### config.mk
export PLATFORM = sky130hd
export DESIGN_NAME = wb_regfile
export DESIGN_NICKNAME = d
export VERILOG_FILES = /design/src/rtl/wb_regfile.sv
export SDC_FILE = /design/constraint.sdc
export NUM_CORES = 2
export LEC_CHECK = 0
export BUFFER_PORTS_ARGS = -buffer_cell sky130_fd_sc_hd__buf_2
export CORE_UTILIZATION = 40
export CTS_BUF_LIST = sky130_fd_sc_hd__clkbuf_2 sky130_fd_sc_hd__clkbuf_4 sky130_fd_sc_hd__clkbuf_8
export DETAILED_ROUTE_END_ITERATION = 8
export GPL_TIMING_DRIVEN = 1
export PLACE_DENSITY = 0.69
export SYNTH_ARGS = -nofsm -noshare
export SYNTH_HDL_FRONTEND = slang
export SYNTH_SLANG_ARGS = --single-unit
### constraint.sdc
create_clock -name clk_i -period 2.55 [get_ports clk_i]
set_clock_uncertainty 0.15 [all_clocks]
set_input_delay 0.3825 -clock clk_i [delete_from_list [all_inputs] [get_ports clk_i]]
set_output_delay 0.3825 -clock clk_i [all_outputs]
set_load 0.02 [all_outputs]
### src/rtl/wb_regfile.sv
// wb_regfile -- writeback stage and architectural register file.
//
// Takes the MEM/WB register outputs, selects the writeback value, and
// commits it into a 2**ADDR_W entry register file. Two combinational read
// ports serve the ID stage. A write in the current cycle is bypassed to
// those ports, so the ID stage sees the new value in the cycle it commits.
// Register 0 always reads as zero. A retire counter and the PC of the last
// committed writeback are kept for debug.
//
// Ports:
//   clk_i         clock, rising edge
//   rst_i         asynchronous reset, active low
//   wb_en_i       writeback valid from MEM/WB
//   mem_to_reg_i  1 = write read_data_i, 0 = write alu_res_i
//   pc_i          PC of the instruction in WB
//   alu_res_i     ALU result from MEM/WB
//   read_data_i   load data from MEM/WB
//   rd_addr_i     destination register index
//   rs_addr_i     read port A index
//   rt_addr_i     read port B index
//   rs_data_o     read port A data (combinational, with bypass)
//   rt_data_o     read port B data (combinational, with bypass)
//   wb_data_o     selected writeback value (combinational, to forwarding)
//   retire_cnt_o  number of cycles with wb_en_i=1, wraps
//   last_pc_o     pc_i of the most recent cycle with wb_en_i=1
module wb_regfile #(
  parameter int DATA_W = 32,
  parameter int ADDR_W = 5,
  parameter int CNT_W  = 32
) (
  input  logic              clk_i,
  input  logic              rst_i,
  input  logic              wb_en_i,
  input  logic              mem_to_reg_i,
  input  logic [31:0]       pc_i,
  input  logic [DATA_W-1:0] alu_res_i,
  input  logic [DATA_W-1:0] read_data_i,
  input  logic [ADDR_W-1:0] rd_addr_i,
  input  logic [ADDR_W-1:0] rs_addr_i,
  input  logic [ADDR_W-1:0] rt_addr_i,
  output logic [DATA_W-1:0] rs_data_o,
  output logic [DATA_W-1:0] rt_data_o,
  output logic [DATA_W-1:0] wb_data_o,
  output logic [CNT_W-1:0]  retire_cnt_o,
  output logic [31:0]       last_pc_o
);

  localparam int NREG = 1 << ADDR_W;

  logic [DATA_W-1:0] regs [NREG];
  logic              reg_we;

  function automatic logic [DATA_W-1:0] wb_select(
    input logic              mem_to_reg,
    input logic [DATA_W-1:0] load_data,
    input logic [DATA_W-1:0] alu_res
  );
    return mem_to_reg ? load_data : alu_res;
  endfunction

  assign wb_data_o = wb_select(mem_to_reg_i, read_data_i, alu_res_i);

  // Index 0 is never written; its storage stays at its reset value.
  assign reg_we = wb_en_i && (rd_addr_i != '0);

  always_ff @(posedge clk_i or negedge rst_i) begin
    if (!rst_i) begin
      for (int i = 0; i < NREG; i++) begin
        regs[i] <= '0;
      end
    end else if (reg_we) begin
      regs[rd_addr_i] <= wb_data_o;
    end
  end

  // Retire bookkeeping counts every valid writeback, including those to
  // register 0, since the instruction still retired.
  always_ff @(posedge clk_i or negedge rst_i) begin
    if (!rst_i) begin
      retire_cnt_o <= '0;
      last_pc_o    <= '0;
    end else if (wb_en_i) begin
      retire_cnt_o <= retire_cnt_o + CNT_W'(1);
      last_pc_o    <= pc_i;
    end
  end

  // Read ports: zero for index 0 first, then the write-before-read bypass,
  // then the stored value.
  always_comb begin
    rs_data_o = regs[rs_addr_i];
    if (rs_addr_i == '0) begin
      rs_data_o = '0;
    end else if (reg_we && (rd_addr_i == rs_addr_i)) begin
      rs_data_o = wb_data_o;
    end
  end

  always_comb begin
    rt_data_o = regs[rt_addr_i];
    if (rt_addr_i == '0) begin
      rt_data_o = '0;
    end else if (reg_we && (rd_addr_i == rt_addr_i)) begin
      rt_data_o = wb_data_o;
    end
  end

endmodule

==> out/metrics.csv <==
stage;metric;value;unit
run_status;outcome;finished with violations;
run_status;violations;setup timing;
sta;slew_violations;0;
floorplan;coreArea;139000;um^2
finish;area_growth;26.3;%
floorplan;ios;275;
synth;synth-main-ff-cell;dfrtp_1;
synth;synth_top_area_share;0.485;
placement;routabilityCongestion;0.897;
worst_hold_path;holdPathEnd;last_pc_o[10];
setup_path;cp-end-kind;primary output;
setup_path;crit_arrival;3.00;ns
sta;fmax;283;MHz
clocking;ctsRootBufferMaster;clkbuf_8;
synth;yosys_warnings;0;
floorplan;start_util;0.403;
pwr;total_leakage_power;0.0307;uW
placement;hpwl;130000;um
setup_path;critPathLaunchType;flop;
global_route;grt_pass1_vias;46000;
synth;syn_inst;5043;
sta;timing.hold.ws;0.0720;ns
drt;dr.pass1.iters;8;
drt;via_per_inst;6.10;
pwr;vdd_drop_max;0.620;mV
worst_hold_path;min-delay-start;pc_i[10];
clocking;cts_tree;done;
setup_path;r2r-end;retire_cnt_o[31];
clocking;cts_max_level;4;
drt;vias;46700;
synth;synth.distinct_cells;57;
drt;final_antenna_net_count;0;
sta;slew_headroom;0.218;
setup_path;cp_slowest_stage_delay;0.53;ns
floorplan;rows;137;
pwr;power_density;765;nW/um^2
global_route;antenna_found_initial;10;
drt;drt_iter0_drc;5520;
finish;fillers;11700;
sta;tightest_slew;1.17;ns
synth;syn_area;56100;um^2
worst_hold_path;holdPathStages;3;
sta;finalWorstPathRequiredPeriod;3.54;ns
placement;dpl_worst_slack;-0.979;ns
clocking;clkTransAtPathRegs;0.08;ns
sta;fin_crit_sh;1.39;
setup_path;slowest_stage;mux4_2;
setup_path;critPathKind;reg2out;
setup_path;r2r_start;retire_cnt_o[3];
global_route;grt_pass1_wl;299000;um
setup_path;worst-r2r-setup-slack;0.56;ns
synth;synth_top_area_cell;dfrtp_1;
finish;finalCoreUtilization;0.508;
global_route;grt-ovfl-total;0;
drt;drt-total-wl;203000;um
synth;synth_edf_count;0;
sta;hold_viol_final;0;
setup_path;cp_cell_sequence;buf_6 > mux4_2 > mux4_2 > a32oi_2 > o21ai_4 > buf_6;
sta;rsz0062_at_grt;yes;
job;drv_cap;0;
sta;timing.final.ws_setup;-0.987;ns
finish;drive_gt1_frac;0.349;
global_route;grt_max_degree;116;
synth;synth_nets;5159;
clocking;clk-insertion-delay-late;0.92;ns
finish;fin_nets;5770;
synth;ys_top_cells_by_area;dfrtp_1, mux4_2, a21oi_1;
global_route;grtUsageTotal;0.285;
placement;io_buffers;274;
setup_path;cp_data_required_time;2.02;ns
clocking;clock_sinks;1088;
floorplan;die-area;142000;um^2
worst_hold_path;worst_hold_path_type;in2reg;
floorplan;die_h;376;um
synth;async_reset_ff_frac;1.00;
clocking;clock_path_buffers;3;
drt;drc_errors;0;
drt;wire_per_inst;26.5;um
sta;setup-violations-final;64;
floorplan;die_w;376;um
synth;ys_ff_latch;1088;
setup_path;path_buf_inv;2;
setup_path;cp_max_fo;2;
synth;avgSynthCellArea;11.1;um^2
clocking;cts_made_buffers;174;
synth;yosysSeqAreaShare;0.485;
setup_path;cp_top_family;multiplexers;
setup_path;reg2regPathDepth;5;
## final cells by class
class / instances / area [um^2] / area share
sequential: 1088 / 27200 / 0.384
antenna: 4 / 10.0 / 0.000141
multi-input combinational: 3380 / 28400 / 0.401
tap: 1876 / 2350 / 0.0331
inverter: 41 / 163 / 0.00230
timing repair buffer: 969 / 9010 / 0.127
clock inverter: 27 / 289 / 0.00408
clock buffer: 276 / 3390 / 0.0479
## worst max-delay path by stage
stage | from | endpoint | slack [ns] | cells after the start
CTS | regs[156] | rs_data_o[28] | -0.93 | 6
global route | regs[156] | rs_data_o[28] | -1.05 | 6
finish | regs[156] | rs_data_o[28] | -0.99 | 6
detailed placement | rs_addr_i[0] | rs_data_o[11] | -0.98 | 12
floorplan | rt_addr_i[0] | rt_data_o[7] | -0.09 | 10
global placement | rs_addr_i[0] | rs_data_o[11] | -0.98 | 12
## report_power, final
part	internal (uW)	leakage (uW)	switching, uW
Sequential	20900	0.0136	2790
Combinational	7460	0.0151	6910
Clock	8830	0.00196	7310
Total	37100	0.0307	17000
## what timing repair did
item / 4_1_cts / 5_1_grt
setup buffers: 63 / 39
endpoints found under the hold margin: 1772 / 1
hold buffers: 97 / 1
gates resized for setup: 185 / 97
setup endpoints to repair: 64 / 69
pin swaps: 74 / 66
## layout by cell type (no fill, tap or decap), types with 17 or more instances in the layout
master         instances
a21oi_2               37
nor2_4                18
a211oi_2              42
nor2_1               544
o22ai_2               19
and3_1                27
buf_12               146
o21ai_0              492
xnor2_1               28
nor2b_1               17
dlygate4sd3_1         96
mux4_2               493
clkbuf_4              65
buf_6                 38
mux2i_1              150
inv_1                 37
mux2i_4               30
clkbuf_8             211
dfrtp_1             1088
buf_2                206
buf_4                476
mux2_2                45
a221oi_2              30
a221oi_1              20
nand2_1              570
a21oi_1              550
nand3_1               20
## state kept, by name, indices dropped and copies added, names as in the netlist
| name | count |
|---|---|
| retire_cnt_o | 32 |
| last_pc_o | 32 |
| regs | 1024 |
## worst min-delay path, cell delays in order
cell and delay [ns]:
dlygate4sd3_1 0.51, buf_2 0.10, mux2_2 0.13
## metrics by stage
stage | TNS, ns | total power [uW] | std cells | area [um^2]
5_1_grt | -52.10 | 56400 | 7660 | 70800
2_1_floorplan | -2.37 | 31900 | 5043 | 56900
6_report | -47.61 | 54200 | 7661 | 70800
3_5_place_dp | -35.70 | 36600 | 7170 | 64200
4_1_cts | -50.75 | 53500 | 7620 | 70100
3_3_place_gp | -33.49 | 35900 | 7170 | 64200
## Yosys cell counts, types with 5 or more instances
cell type  count
and2_1         9
mux2i_1      191
buf_2         49
buf_8          5
nand3_1       21
a31oi_1       10
a21oi_1      592
clkbuf_1     409
nor2b_1       21
a221oi_1      63
a221o_1       16
nor3_1        19
o22ai_1       26
dfrtp_1     1088
xor2_1        13
xnor2_1       28
nand2_1      586
o221ai_1       7
nand4_1        8
a211oi_1      59
mux2_2        48
nor2_1       572
buf_6         21
and3_1        29
o21ai_0      512
buf_1         22
mux4_2       493
inv_1         39
buf_4         25
a22oi_1       13
## layer usage
metal / global-route usage / share of wire / vias up
met5: 0 / 0.00044 / -
met3: 0.0844 / 0.12 / 680
met2: 0.429 / 0.45 / 2903
met4: 0.150 / 0.058 / 12
li1: - / - / 19500
met1: 0.371 / 0.37 / 23600
## cell families (layout without fill, tap and decap cells)
| group | count (synthesis) | after routing | share of synthesized area |
|---|---|---|---|
| flip-flops | 1088 | 1088 | 0.485 |
| other | 0 | 4 | 0 |
| XOR/XNOR | 41 | 41 | 0.00640 |
| AND/OR/NAND/NOR | 1287 | 1287 | 0.0914 |
| buffers and inverters | 575 | 1313 | 0.0459 |
| AO/OA/AOI/OAI | 1319 | 1319 | 0.129 |
| multiplexers | 732 | 732 | 0.242 |
| adder cells (fa/ha/maj) | 1 | 1 | 0.000223 |
Note: power is estimated with default switching activity, not from simulation.
